$ cat src/rtl/mem_dump_unit_pkg.sv
// Shared definitions for the post-halt memory dump unit: FSM state encoding
// and the bytes-per-word derivation used by the top level and the byte selector.
package mem_dump_unit_pkg;

  typedef enum logic [2:0] {
    IDLE    = 3'd0,
    FETCH   = 3'd1,
    SEND    = 3'd2,
    WAIT_TX = 3'd3,
    DONE    = 3'd4
  } dump_state_t;

  function automatic int bytesPerWord(input int ramWidth);
    return ramWidth / 8;
  endfunction

  // A one-byte word still needs a one-bit index register.
  function automatic int byteIdxWidth(input int nBytes);
    return (nBytes > 1) ? $clog2(nBytes) : 1;
  endfunction

endpackage

$ cat src/rtl/mem_dump_unit_byte_sel.sv
// Picks byte i_idx out of a memory word, counting from the most significant
// byte, so a word goes out on the UART in big-endian order.
module dump_byte_sel
  import mem_dump_unit_pkg::*;
#(
  parameter int RAM_WIDTH = 16,
  parameter int IDX_W     = 1
)(
  input  logic [RAM_WIDTH-1:0] i_word,
  input  logic [IDX_W-1:0]     i_idx,
  output logic [7:0]           o_byte
);

  localparam int BYTES = bytesPerWord(RAM_WIDTH);

  always_comb begin
    o_byte = '0;
    for (int b = 0; b < BYTES; b++) begin
      if (i_idx == IDX_W'(b)) begin
        o_byte = i_word[RAM_WIDTH-1-8*b -: 8];
      end
    end
  end

endmodule

$ cat src/rtl/mem_dump_unit.sv
// Walks data memory from address 0 after a CPU halt and streams each word,
// MSB byte first, to the UART transmitter as a post-run memory image.
module mem_dump_unit
  import mem_dump_unit_pkg::*;
#(
  parameter int RAM_WIDTH     = 16,
  parameter int RAM_ADDR_BITS = 11,
  parameter int DUMP_COUNT    = 16
)(
  input  logic                     clk,
  input  logic                     reset,
  input  logic                     start,
  input  logic [RAM_WIDTH-1:0]     mem_data,
  input  logic                     tx_done,
  output logic [RAM_ADDR_BITS-1:0] mem_addr,
  output logic                     tx_start,
  output logic [7:0]               tx_data,
  output logic                     busy,
  output logic                     done
);

  localparam int BYTES = bytesPerWord(RAM_WIDTH);
  localparam int IDX_W = byteIdxWidth(BYTES);
  localparam int CNT_W = RAM_ADDR_BITS + 1;
  localparam logic [IDX_W-1:0] LAST_BYTE = IDX_W'(BYTES - 1);
  localparam logic [CNT_W-1:0] LAST_WORD = CNT_W'(DUMP_COUNT - 1);

  dump_state_t r_state;
  dump_state_t w_next_state;

  // One extra counter bit lets a full-memory dump finish without wrapping.
  logic [CNT_W-1:0]     r_word_cnt;
  logic [IDX_W-1:0]     r_byte_idx;
  logic [RAM_WIDTH-1:0] r_word;
  logic [7:0]           w_tx_byte;
  logic                 w_last_byte;
  logic                 w_last_word;

  assign w_last_byte = (r_byte_idx == LAST_BYTE);
  assign w_last_word = (r_word_cnt == LAST_WORD);

  always_ff @(posedge clk) begin
    if (reset) begin
      r_state <= IDLE;
    end else begin
      r_state <= w_next_state;
    end
  end

  always_comb begin
    w_next_state = r_state;
    case (r_state)
      IDLE:    if (start) w_next_state = FETCH;
      FETCH:   w_next_state = SEND;
      SEND:    w_next_state = WAIT_TX;
      WAIT_TX: begin
        if (tx_done) begin
          if (!w_last_byte)     w_next_state = SEND;
          else if (w_last_word) w_next_state = DONE;
          else                  w_next_state = FETCH;
        end
      end
      DONE:    w_next_state = IDLE;
      default: w_next_state = IDLE;
    endcase
  end

  // Memory reads on the falling edge, so mem_data is valid by the end of FETCH.
  always_ff @(posedge clk) begin
    if (reset) begin
      r_word_cnt <= '0;
      r_byte_idx <= '0;
      r_word     <= '0;
    end else begin
      case (r_state)
        IDLE: begin
          if (start) begin
            r_word_cnt <= '0;
            r_byte_idx <= '0;
          end
        end
        FETCH: r_word <= mem_data;
        WAIT_TX: begin
          if (tx_done) begin
            if (!w_last_byte) begin
              r_byte_idx <= r_byte_idx + IDX_W'(1);
            end else if (!w_last_word) begin
              r_word_cnt <= r_word_cnt + CNT_W'(1);
              r_byte_idx <= '0;
            end
          end
        end
        default: ;
      endcase
    end
  end

  dump_byte_sel #(
    .RAM_WIDTH (RAM_WIDTH),
    .IDX_W     (IDX_W)
  ) u_byte_sel (
    .i_word (r_word),
    .i_idx  (r_byte_idx),
    .o_byte (w_tx_byte)
  );

  assign mem_addr = r_word_cnt[RAM_ADDR_BITS-1:0];
  assign tx_data  = w_tx_byte;
  assign tx_start = (r_state == SEND);
  assign done     = (r_state == DONE);
  assign busy     = (r_state != IDLE);

endmodule

$ cat config.mk
export PLATFORM = sky130hd
export DESIGN_NAME = mem_dump_unit
export DESIGN_NICKNAME = d
export VERILOG_FILES = /design/src/rtl/mem_dump_unit_pkg.sv /design/src/rtl/mem_dump_unit_byte_sel.sv /design/src/rtl/mem_dump_unit.sv
export SDC_FILE = /design/constraint.sdc
export NUM_CORES = 1
export LEC_CHECK = 0
export BUFFER_PORTS_ARGS = -buffer_cell sky130_fd_sc_hd__buf_2
export CAP_MARGIN = 20
export CORE_ASPECT_RATIO = 2
export CORE_MARGIN = 10
export CORE_UTILIZATION = 52
export CTS_BUF_LIST = sky130_fd_sc_hd__clkbuf_8 sky130_fd_sc_hd__clkbuf_16
export DETAILED_ROUTE_END_ITERATION = 10
export GPL_TIMING_DRIVEN = 0
export PLACE_DENSITY = 0.78
export SETUP_SLACK_MARGIN = 0.15
export SLEW_MARGIN = 20
export SYNTH_ARGS = -nofsm -noshare
export SYNTH_HDL_FRONTEND = slang
export SYNTH_SLANG_ARGS = --single-unit
$ cat constraint.sdc
create_clock -name clk -period 1.9 [get_ports clk]
set_input_delay 0.57 -clock clk [delete_from_list [all_inputs] [get_ports clk]]
set_output_delay 0.57 -clock clk [all_outputs]
set_load 0.01 [all_outputs]
; After elaboration in Yosys (flattened, before gate mapping)
; Cells that the tools add are included.
[op_classes]
addsub = 2
n_mux = 16
n_eq_ne = 9
n_reduce_logical = 6
[op_table]
columns = operator, count
row1 = 12-bit two-way mux, 4
row2 = 12-bit one-hot mux with 2 select lines, 1
row3 = "12-bit by 1-bit adder with 12-bit output, second input constant", 1
row4 = "12-bit by 4-bit == test with 1-bit output, second input constant", 1
row5 = 3-bit two-way mux, 4
row6 = 3-bit one-hot mux with 4 select lines, 1
row7 = 8-bit two-way mux, 1
row8 = "2-bit != test, second input constant", 4
row9 = "3-bit by 2-bit == test with 1-bit output, second input constant", 2
row10 = 5-bit AND reduction, 1
row11 = 1-bit two-way mux, 4
row12 = "3-bit by 1-bit == test with 1-bit output, second input constant", 1
row13 = "3-bit == test, second input constant", 1
row14 = 3-bit logical NOT, 1
row15 = 3-bit AND reduction, 1
row16 = 3-bit nonzero test, 1
row17 = 1-bit one-hot mux with 2 select lines, 1
row18 = 2-bit AND reduction, 1
row19 = 2-bit nonzero test, 1
row20 = "1-bit adder, second input constant", 1
[word_totals]
wordCells = 37
in_bits = 20
out_inout_bits = 22
ff_bits = 32

; Logic depth before layout (Yosys ltp)
; Gate-level depths: netlist (run 1).
[logic_depth]
depth_word = 5
ltp_mapped = 7
depth_no_buf = 6

; Cells and area by module
; From an unflattened synthesis (run 1), not the netlist that was laid out.
[unflattened]
cells_unflattened = 201
area_unflattened_um2 = 1724.2
[modules_own_cells]
columns = mod, area_each_um2, cells_per_inst, n_inst, seq_area_each_um2
row1 = mem_dump_unit, 1592.8, 192, 1, 640.6
row2 = dump_byte_sel, 131.4, 9, 1, 0.0

; Worst setup path before layout (run 1)
; No wires, ideal clock.
[synth_timing]
path_kind = register -> output
start = register r_byte_idx
end = output tx_data[0]
arrival_ns = 1.082
path_slack_ns = 0.248
path_buffers = 1
path_stages_with_launch = 3
required_time_ns = 1.330
cell_sequence = dfxtp_1 buf_1 mux2_2
[synth_between]
elab_chain_cells = 1
[synth_lines]
columns = element, line_no
row1 = "start, declared", mem_dump_unit.sv:33  ; logic [IDX_W-1:0] r_byte_idx;
row2 = "start signal, assigned", mem_dump_unit.sv:86  ; r_byte_idx <= r_byte_idx + IDX_W'(1);
row3 = 8-bit two-way mux, mem_dump_unit_byte_sel.sv:19  ; if (i_idx == IDX_W'(b)) begin
row4 = "end, declared", mem_dump_unit.sv:17  ; output logic [7:0] tx_data,
; Every way passes these cells.

; Worst setup path in the final report (run 1)
[layout_timing]
start = register r_byte_idx
end = output tx_data[7]
; Same word-level chain as after synthesis.

==> flow_summary.toml, run 1 <==
[synthesis]
synthCells = 202
synthMuxAreaShare_pct = 6.04
synth-simple-area-share_pct = 27.1
synth_top_family_by_area = "simple AND/OR/NAND/NOR gates"
async_flop_share_pct = 0
yosys-top-cells-area = "dfxtp_1 39%, nand2_1 9.1%, a21oi_1 6.3%, buf_4 5.9%, mux2_2 5.4%"
synthAdderAreaFrac_pct = 0.755
synth_edf_count = 0
yosysSeqAreaShare_pct = 38.6
syn_area_um2 = 1660
synth.top_cells.by_count = "40 x nand2_1, 32 x dfxtp_1, 21 x a21oi_1, 15 x nor2_1, 13 x buf_4"
synth_xor_area_share_pct = 0
synth-seq-cells = 32
synth_area_per_cell_um2 = 8.21
post-synth-top-count-cell = "nand2_1"
yosysWarnings = 0
post-synth-top-area-cell = "dfxtp_1"
synthFlopType = "dfxtp_1"
synth_top_area_share_pct = 38.6
synth_compound_area_share_pct = 18.5
synth_nets = 223
yosysUniqueCellTypes = 44

[setup_path]
worstSetupStartpointType = "flop"
endpoint_kind = "output pin"
reg2regPathDepth = 7
path_max_fanout = 5
r2r-start = "r_state[1]"
cp-endpoint = "tx_data[7]"
criticalPathCategory = "reg -> out"
worstReg2RegEnd = "r_word_cnt[4]"
required_ns = 1.33
r2r_slack_ns = 0.18
cp-startpoint = "r_byte_idx"
worst_ep_arrival_time_ns = 1.23

[worst_hold_path]
hold-path-cell-count = 2
hold_class = "reg -> reg"

[place]
port_buffers = 40
hpwl_mm = 3.22
pre_cts_slack_ns = -0.00865
dpl.cell_count = 273
place.gp.congestion = 0.899

[die]
num_rows = 29
core_um2 = 3120
die_w_um = 59.9
floorplan.initialDensity_pct = 53.1
num_io_pins = 42
fp.dieArea_um2 = 5980
die_h_um = 99.9

[timing]
rsz0062_at_grt = "yes"
hold_violations = 0
fmax_ghz = 0.555
tightest_slew_ns = 0.538
fin_crit_sh_pct = 94.8
slew_headroom_pct = 64.2
setup_violations = 0
fin_ws_ns = 0.0986
finalClockSkew_ns = 0.00773
slew_viol_final = 0
fin_crit_ns = 1.80

[cells_and_area]
num_antenna_cells = 0
drive_gt1_share_pct = 39.7
nNetsFinal = 277
area_growth_pct = 31.7
final_cell_count_no_fill = 288

[drt]
drc = 0
ant_nets = 0
via_count = 1642
dr.first_iter.drc_count = 35
vias_per_cell = 5.70
firstDrtPassIters = 4
drt-total-wl_mm = 4.61
wl_per_cell_um = 16.0

[global_route]
overflow = 0
antenna_found_initial = 0
grtUsageTotal_pct = 15.6
grt_max_degree = 13
grt_pass1_wl_mm = 7.44
grt_pass1_vias = 1635

[job]
cap_violations = 0

[clock_network]
cts_tree = "done"
htreeDepth = 2
clk-insertion-delay-late_ns = 0.30
clockBufferDepth = 2
cts.sinks = 32
root_buffer = "clkbuf_8"
path_clk_slew_ns = 0.08
cts_buffers = 5

[pwr]
power_density_nw_per_um2 = 713
p_sw_share_pct = 29.3
net-switching-power_mw = 0.456
pwr-share-comb_pct = 18.5
internal_power_mw = 1.10
sequentialPowerShare_pct = 46.4
power_leakage_nw = 0.887
power_frac_clock_pct = 35.1
max-vdd-ir-drop_v = 0.000780

[status]
status = "finished, final reports clean"
==> power by group through the flow <==
stage | Combinational (mW) | Clock, mW | Sequential, mW
2_1_floorplan | 0.159 | 0 | 0.729
3_3_place_gp | 0.229 | 0 | 0.733
3_5_place_dp | 0.232 | 0 | 0.735
4_1_cts | 0.280 | 0.547 | 0.721
5_1_grt | 0.316 | 0.577 | 0.725
6_report | 0.288 | 0.546 | 0.722
==> state kept, by name, indices dropped and copies added, names as in the netlist <==
signal,cells
r_word,16
r_word_cnt,12
r_state,3
r_byte_idx,1
==> layer usage <==
layer / routed length (µm) / global-route usage [%]
met5: 0 / 0
met2: 2580 / 27.7
met1: 1650 / 14.0
met3: 286 / 5.94
met4: 89 / 8.68
==> worst min path at each step <==
stage                          from        end
after floorplan           r_word[0]  r_word[0]
after global placement    r_word[8]  r_word[8]
after detailed placement  r_word[9]  r_word[9]
after CTS                 r_word[9]  r_word[9]
after global routing      r_word[1]  r_word[1]
final                     r_word[5]  r_word[5]
==> cells in the final DEF, fill, tap and decap left out, drive strengths merged <==
master	instances
or3b	1
nor2	15
nor3	6
and2	2
a21oi	24
or3	1
nand3	5
and2b	1
a22oi	1
a2111o	1
nand3b	3
nor4b	1
ha	1
dfxtp	32
and3	2
a21o	1
buf	64
nor3b	1
nor2b	2
nand2b	1
clkbuf	11
nand4	6
clkinv	1
inv	1
clkinvlp	2
and3b	1
mux2	8
nor4	1
a31oi	3
a311oi	2
a32oi	1
mux2i	1
nand2	40
o31ai	6
o21ai	8
==> final cells by class <==
type,instances,area [µm²]
multi-input cells,146,930
repair buffers,47,307
inverters,1,3.75
fillers,258,937
flip-flops and latches,32,649
plain buffers,23,163
clock inverters,3,23.8
clock buffers,5,68.8
well taps,31,38.8
==> repair_timing <==
item,in CTS,in global routing
cloned,1,0
hold buffers,0,0
setup endpoints to repair,17,22
pin swaps,2,7
setup buffers,6,0
resized for setup,28,10
==> metrics by stage <==
step / util [%] / setup TNS (ns) / area [µm²] / hold slack (ns) / power (mW)
3_5_place_dp: 60.8 / -0.00971 / 1900 / 0.448 / 0.967
3_3_place_gp: 60.8 / -0.0143 / 1900 / 0.439 / 0.962
4_1_cts: 69.0 / 0 / 2150 / 0.460 / 1.55
2_1_floorplan: - / 0 / 1660 / 0.433 / 0.888
6_report: 70.0 / 0 / 2180 / 0.462 / 1.56
5_1_grt: 70.0 / 0 / 2180 / 0.478 / 1.62
==> critical path: stages, from the launching register on <==
cell and delay [ns]:
dfxtp_4 0.37, buf_8 0.13, mux2_4 0.31, buf_6 0.12
==> cells by family after synthesis <==
logic type / after synthesis
simple gates: 89
fa+ha+maj: 1
buf+inv: 24
mux: 9
flops: 32
compound gates: 47
(Power assumes the default switching activity.)
==> run 2: changes to the inputs <==
Settings changed: CORE_UTILIZATION 52 to 45, MAX_ROUTING_LAYER set to met4, PLACE_DENSITY 0.78 to 0.65.
==> run 2 against run 1 <==
  * Utilization fell by 6.6 points
  * Sequential cell count did not move
  * Clock power rose by 32%
  * Clock skew fell by 0.0051 ns
  * Final area rose by 4.6%
  * Via count fell by 1.0%
  * Cell count rose by 7.6%
  * Combinational power rose by 6.9%
  * Sequential share of layout area fell by 1.3 points
  * Die area rose by 11%
  * Critical path depth did not move
  * Fmax rose by 0.50%
  * Largest cell class unchanged
==> flow_summary.toml, run 2 (synthesis gave the netlist of run 1 again) <==
[cells_and_area]
largest_registers = "r_word x16, r_word_cnt x12, r_state x3"
final_cell_count_no_fill = 310
layout_commonest_cell = "nand2_1"
num_antenna_cells = 0
regMostFlops = "r_word"
area_growth_pct = 37.8
most-common-layout-cells = "40 x nand2_1, 33 x buf_2, 27 x dfxtp_1"
nNetsFinal = 281
drive_gt1_share_pct = 41.0
largest_register_ffs = 16

[die]
num_rows = 31
fp.dieArea_um2 = 6660
die_h_um = 106
num_io_pins = 42
floorplan.initialDensity_pct = 46.0
die_w_um = 62.9
core_um2 = 3610

[setup_path]
criticalPathCategory = "reg -> out"
worst_ep_arrival_time_ns = 1.22
reg2regPathDepth = 7
path_max_fanout = 5
required_ns = 1.33
endpoint_kind = "output pin"
slowest_stage = "or3_1"
slowest_delay_ns = 0.35
worstSetupStartpointType = "flop"
critical_path.cell_chain = "buf_6 -> or3_1 -> buf_2"

[timing]
finalClockSkew_ns = 0.00263
fin_ws_ns = 0.108
fmax_ghz = 0.558
slew_viol_final = 0
tightest_slew_ns = 0.591
setup_violations = 0
fin_crit_sh_pct = 94.3
hold_violations = 0
slew_headroom_pct = 60.6
fin_crit_ns = 1.79
rsz0062_at_grt = "yes"

[status]
status = "finished, final reports clean"

[pwr]
power_density_nw_per_um2 = 767
power_leakage_nw = 0.938
max-vdd-ir-drop_v = 0.000835
p_total_mw = 1.75

[clock_network]
clockBufferDepth = 2
cts_tree = "done"
clk-insertion-delay-late_ns = 0.28
path_clk_slew_ns = 0.07
hold_buffers = 0
root_buffer = "clkbuf_8"
cts.sinks = 32
cts_buffers = 5
htreeDepth = 2

[place]
port_buffers = 40
pre_cts_slack_ns = -0.0140
place.gp.congestion = 0.826
hpwl_mm = 3.35
dpl.cell_count = 291

[global_route]
antenna_found_initial = 0
grt_pass1_wl_mm = 7.89
grt_pass1_vias = 1665
grt_max_degree = 11
overflow = 0
grtUsageTotal_pct = 14.9

[drt]
drc = 0
vias_per_cell = 5.24
firstDrtPassIters = 4
drt-total-wl_mm = 4.74
wl_per_cell_um = 15.3
via_count = 1625
ant_nets = 0
dr.first_iter.drc_count = 27

[job]
cap_violations = 0

[worst_hold_path]
hold-path-cell-count = 2
hold_class = "reg -> reg"
## run 2: cell types whose count changed in the layout (fill, tap and decap cells not counted), moves of 2 or more
cell and change:
buf_6 +3, clkbuf_8 +2, clkinvlp_4 -2, buf_4 +2
## run 2: final timing paths
| check | startpoint | end | slack (ns) |
|---|---|---|---|
| max | r_state[0] | busy | 0.11 |
| min | r_word[6] | r_word[6] | 0.46 |
| max reg2reg | r_state[0] | r_word_cnt[3] | 0.16 |
| min reg2reg | r_word[6] | r_word[6] | 0.46 |
## run 2: metal layers
layer	part of all wire [%]	wire length (µm)	vias up	track usage, %
li1	-	-	815	-
met1	37	1740	752	13.8
met2	56	2660	46	27.2
met3	4.0	190	12	3.71
met4	3.1	146	0	7.88
met5	0	0	-	-
## run 2: repair_timing
item | CTS | global route
buffers inserted | 8 | 2
resized for setup | 27 | 14
pin swaps | 2 | 9
cloned | 1 | 0
setup endpoints to repair | 20 | 22
hold endpoints to repair | 0 | 0
## run 2: area by class of cell
| type | instances | area (µm²) |
|---|---|---|
| Fill cell | 344 | 1320 |
| Multi-Input combinational cell | 146 | 941 |
| Sequential cell | 32 | 649 |
| Timing Repair Buffer | 51 | 344 |
| Buffer | 23 | 159 |
| Clock buffer | 7 | 96.3 |
| Tap cell | 49 | 61.3 |
| Clock inverter | 1 | 30.0 |
| Inverter | 1 | 3.75 |
## run 2: through the flow
step / util (%) / setup TNS, ns / hold slack, ns / area (µm²)
after floorplan: - / 0 / 0.433 / 1660
after global placement: 53.2 / -0.107 / 0.440 / 1920
after detailed placement: 53.2 / -0.0392 / 0.445 / 1920
after CTS: 61.6 / 0 / 0.457 / 2220
after global routing: 63.3 / 0 / 0.484 / 2280
final: 63.3 / 0 / 0.458 / 2280
## run 2: critical path: cells and delay by family, from the launching register on
kind                   cells  cell delay [ns]
DFF                        1             0.33
and+or+nand+nor            1             0.35
buffers and inverters      2             0.26
## run 2: where the power goes
group	internal (mW)	switching, mW
sequential	0.703	0.0192
combinational	0.152	0.155
clock	0.463	0.261
==> run 3: changes to the inputs <==
Settings changed: CORE_MARGIN 10 to 4, PLACE_DENSITY 0.65 to 0.69.
==> run 3 against run 2 <==
  * Fmax about the same
  * Power fell by 11%
  * Sequential share of layout area up 0.95 points
  * Combinational power fell by 6.8%
  * Largest power group is now registers
==> flow_summary.toml, run 3 (synthesis gave the netlist of run 1 again) <==
[clock_network]
cts_tree = "done"
cts.sinks = 32
clk-insertion-delay-late_ns = 0.29
clockBufferDepth = 2
cts_buffers = 5
root_buffer = "clkbuf_8"
path_clk_slew_ns = 0.07
htreeDepth = 2

[global_route]
overflow = 0
antenna_found_initial = 0
grt_pass1_wl_mm = 6.93
grtUsageTotal_pct = 19.8
grt_max_degree = 11
grt_pass1_vias = 1536

[die]
core_um2 = 3610
num_io_pins = 42
num_rows = 31
fp.dieArea_um2 = 4780
die_h_um = 93.8
floorplan.initialDensity_pct = 46.0
die_w_um = 50.9

[setup_path]
criticalPathCategory = "reg -> out"
endpoint_kind = "output pin"
path_max_fanout = 5
slowest_stage = "dfxtp_4"
critPathTopFamily = "flip-flops"
critical_path.cell_chain = "buf_8 -> mux2_4 -> buf_6"
slowest_delay_ns = 0.37
worstSetupStartpointType = "flop"
worst_ep_arrival_time_ns = 1.22
required_ns = 1.33
crit_buf_inv = 2

[pwr]
max-vdd-ir-drop_v = 0.000642
p_total_mw = 1.56
power_leakage_nw = 0.905
power_density_nw_per_um2 = 707

[timing]
rsz0062_at_grt = "yes"
hold_violations = 0
fin_crit_ns = 1.79
finalClockSkew_ns = 0.00384
setup_violations = 0
slew_viol_final = 0
slew_headroom_pct = 63.3
tightest_slew_ns = 0.550
fmax_ghz = 0.558
fin_crit_sh_pct = 94.3

[drt]
dr.first_iter.drc_count = 37
ant_nets = 0
drc = 0
via_count = 1646
drt-total-wl_mm = 4.34
vias_per_cell = 5.34
wl_per_cell_um = 14.1
firstDrtPassIters = 4

[cells_and_area]
regMostFlops = "r_word"
most-common-layout-cells = "40 x nand2_1, 33 x buf_2, 27 x dfxtp_1"
design_area_um2 = 2210
nNetsFinal = 279
fill_cells = 355
largest_registers = "r_word x16, r_word_cnt x12, r_state x3"
layout_commonest_cell = "nand2_1"
num_antenna_cells = 0
area_growth_pct = 33.4
drive_gt1_share_pct = 39.0
largest_register_ffs = 16

[status]
status = "finished, final reports clean"

[place]
port_buffers = 40
hpwl_mm = 3.03
place.gp.congestion = 0.874
placed_cell_area_um2 = 1920

[job]
cap_violations = 0

[worst_hold_path]
hold_class = "reg -> reg"
==> run 3: cell count changes in the layout (fill, tap and decap cells not counted), sizes merged <==
| cell | previous run | this run |
|---|---|---|
| clkinvlp | 0 | 1 |
| buf | 68 | 66 |
| inv | 1 | 2 |
| clkbuf | 13 | 12 |
| bufinv | 1 | 0 |
==> run 3: power breakdown <==
group	switching, mW	leakage [nW]	internal, mW
Combinational	0.146	0.594	0.141
Sequential	0.0185	0.262	0.703
Clock	0.267	0.0486	0.289
Total	0.431	0.905	1.13
==> run 3: path summary, 6_finish.rpt <==
check             cells past startpoint  slack [ns]  startpoint            end
hold reg to reg                       2        0.46  r_word[10]     r_word[10]
setup reg to reg                      7        0.18  r_state[1]  r_word_cnt[4]
setup / recovery                      3        0.11  r_byte_idx     tx_data[7]
hold / removal                        2        0.46  r_word[10]     r_word[10]
==> run 3: final cells by class <==
type / instances / area (µm²) / area share, %
clock inverters: 2 / 11.3 / 0.509
inverters: 1 / 3.75 / 0.170
clock buffers: 6 / 82.6 / 3.74
plain buffers: 23 / 163 / 7.36
multi-input cells: 146 / 918 / 41.5
repair buffers: 49 / 322 / 14.5
flip-flops and latches: 32 / 649 / 29.4
well taps: 49 / 61.3 / 2.77
==> run 3: what timing repair did <==
| action | 4_1_cts | 5_1_grt |
|---|---|---|
| pin swaps | 4 | 9 |
| gates cloned | 1 | 0 |
| setup buffers | 7 | 1 |
| hold buffers | 0 | 0 |
| endpoints found under the hold margin | 0 | 0 |
| gates resized for setup | 26 | 9 |
| endpoints found under the setup margin | 18 | 23 |
==> run 3: worst register-to-register path, delay by kind of cell, from the launching register on <==
| kind | cells | cell delay (ns) |
|---|---|---|
| buf+inv | 2 | 0.26 |
| simple gates | 1 | 0.41 |
| flops | 1 | 0.32 |
| compound gates | 4 | 0.60 |
==> run 3: stage by stage <==
stage | worst slack, ns | setup TNS [ns] | utilization [%] | hold slack, ns | std cells
global route | 0.0691 | 0 | 61.3 | 0.479 | 308
CTS | 0.101 | 0 | 60.3 | 0.458 | 307
finish | 0.109 | 0 | 61.3 | 0.459 | 308
detailed placement | -0.0239 | -0.130 | 53.2 | 0.447 | 291
floorplan | 0.248 | 0 | - | 0.433 | 202
global placement | -0.00484 | -0.0165 | 53.2 | 0.440 | 291
==> run 3: per-layer routing <==
| layer | GRT usage (%) | routed length (µm) | vias to the layer above |
|---|---|---|---|
| li1 | - | - | 816 |
| met1 | 18.9 | 1580 | 758 |
| met2 | 35.3 | 2410 | 58 |
| met3 | 4.29 | 206 | 14 |
| met4 | 11.7 | 143 | 0 |
| met5 | - | 0 | - |
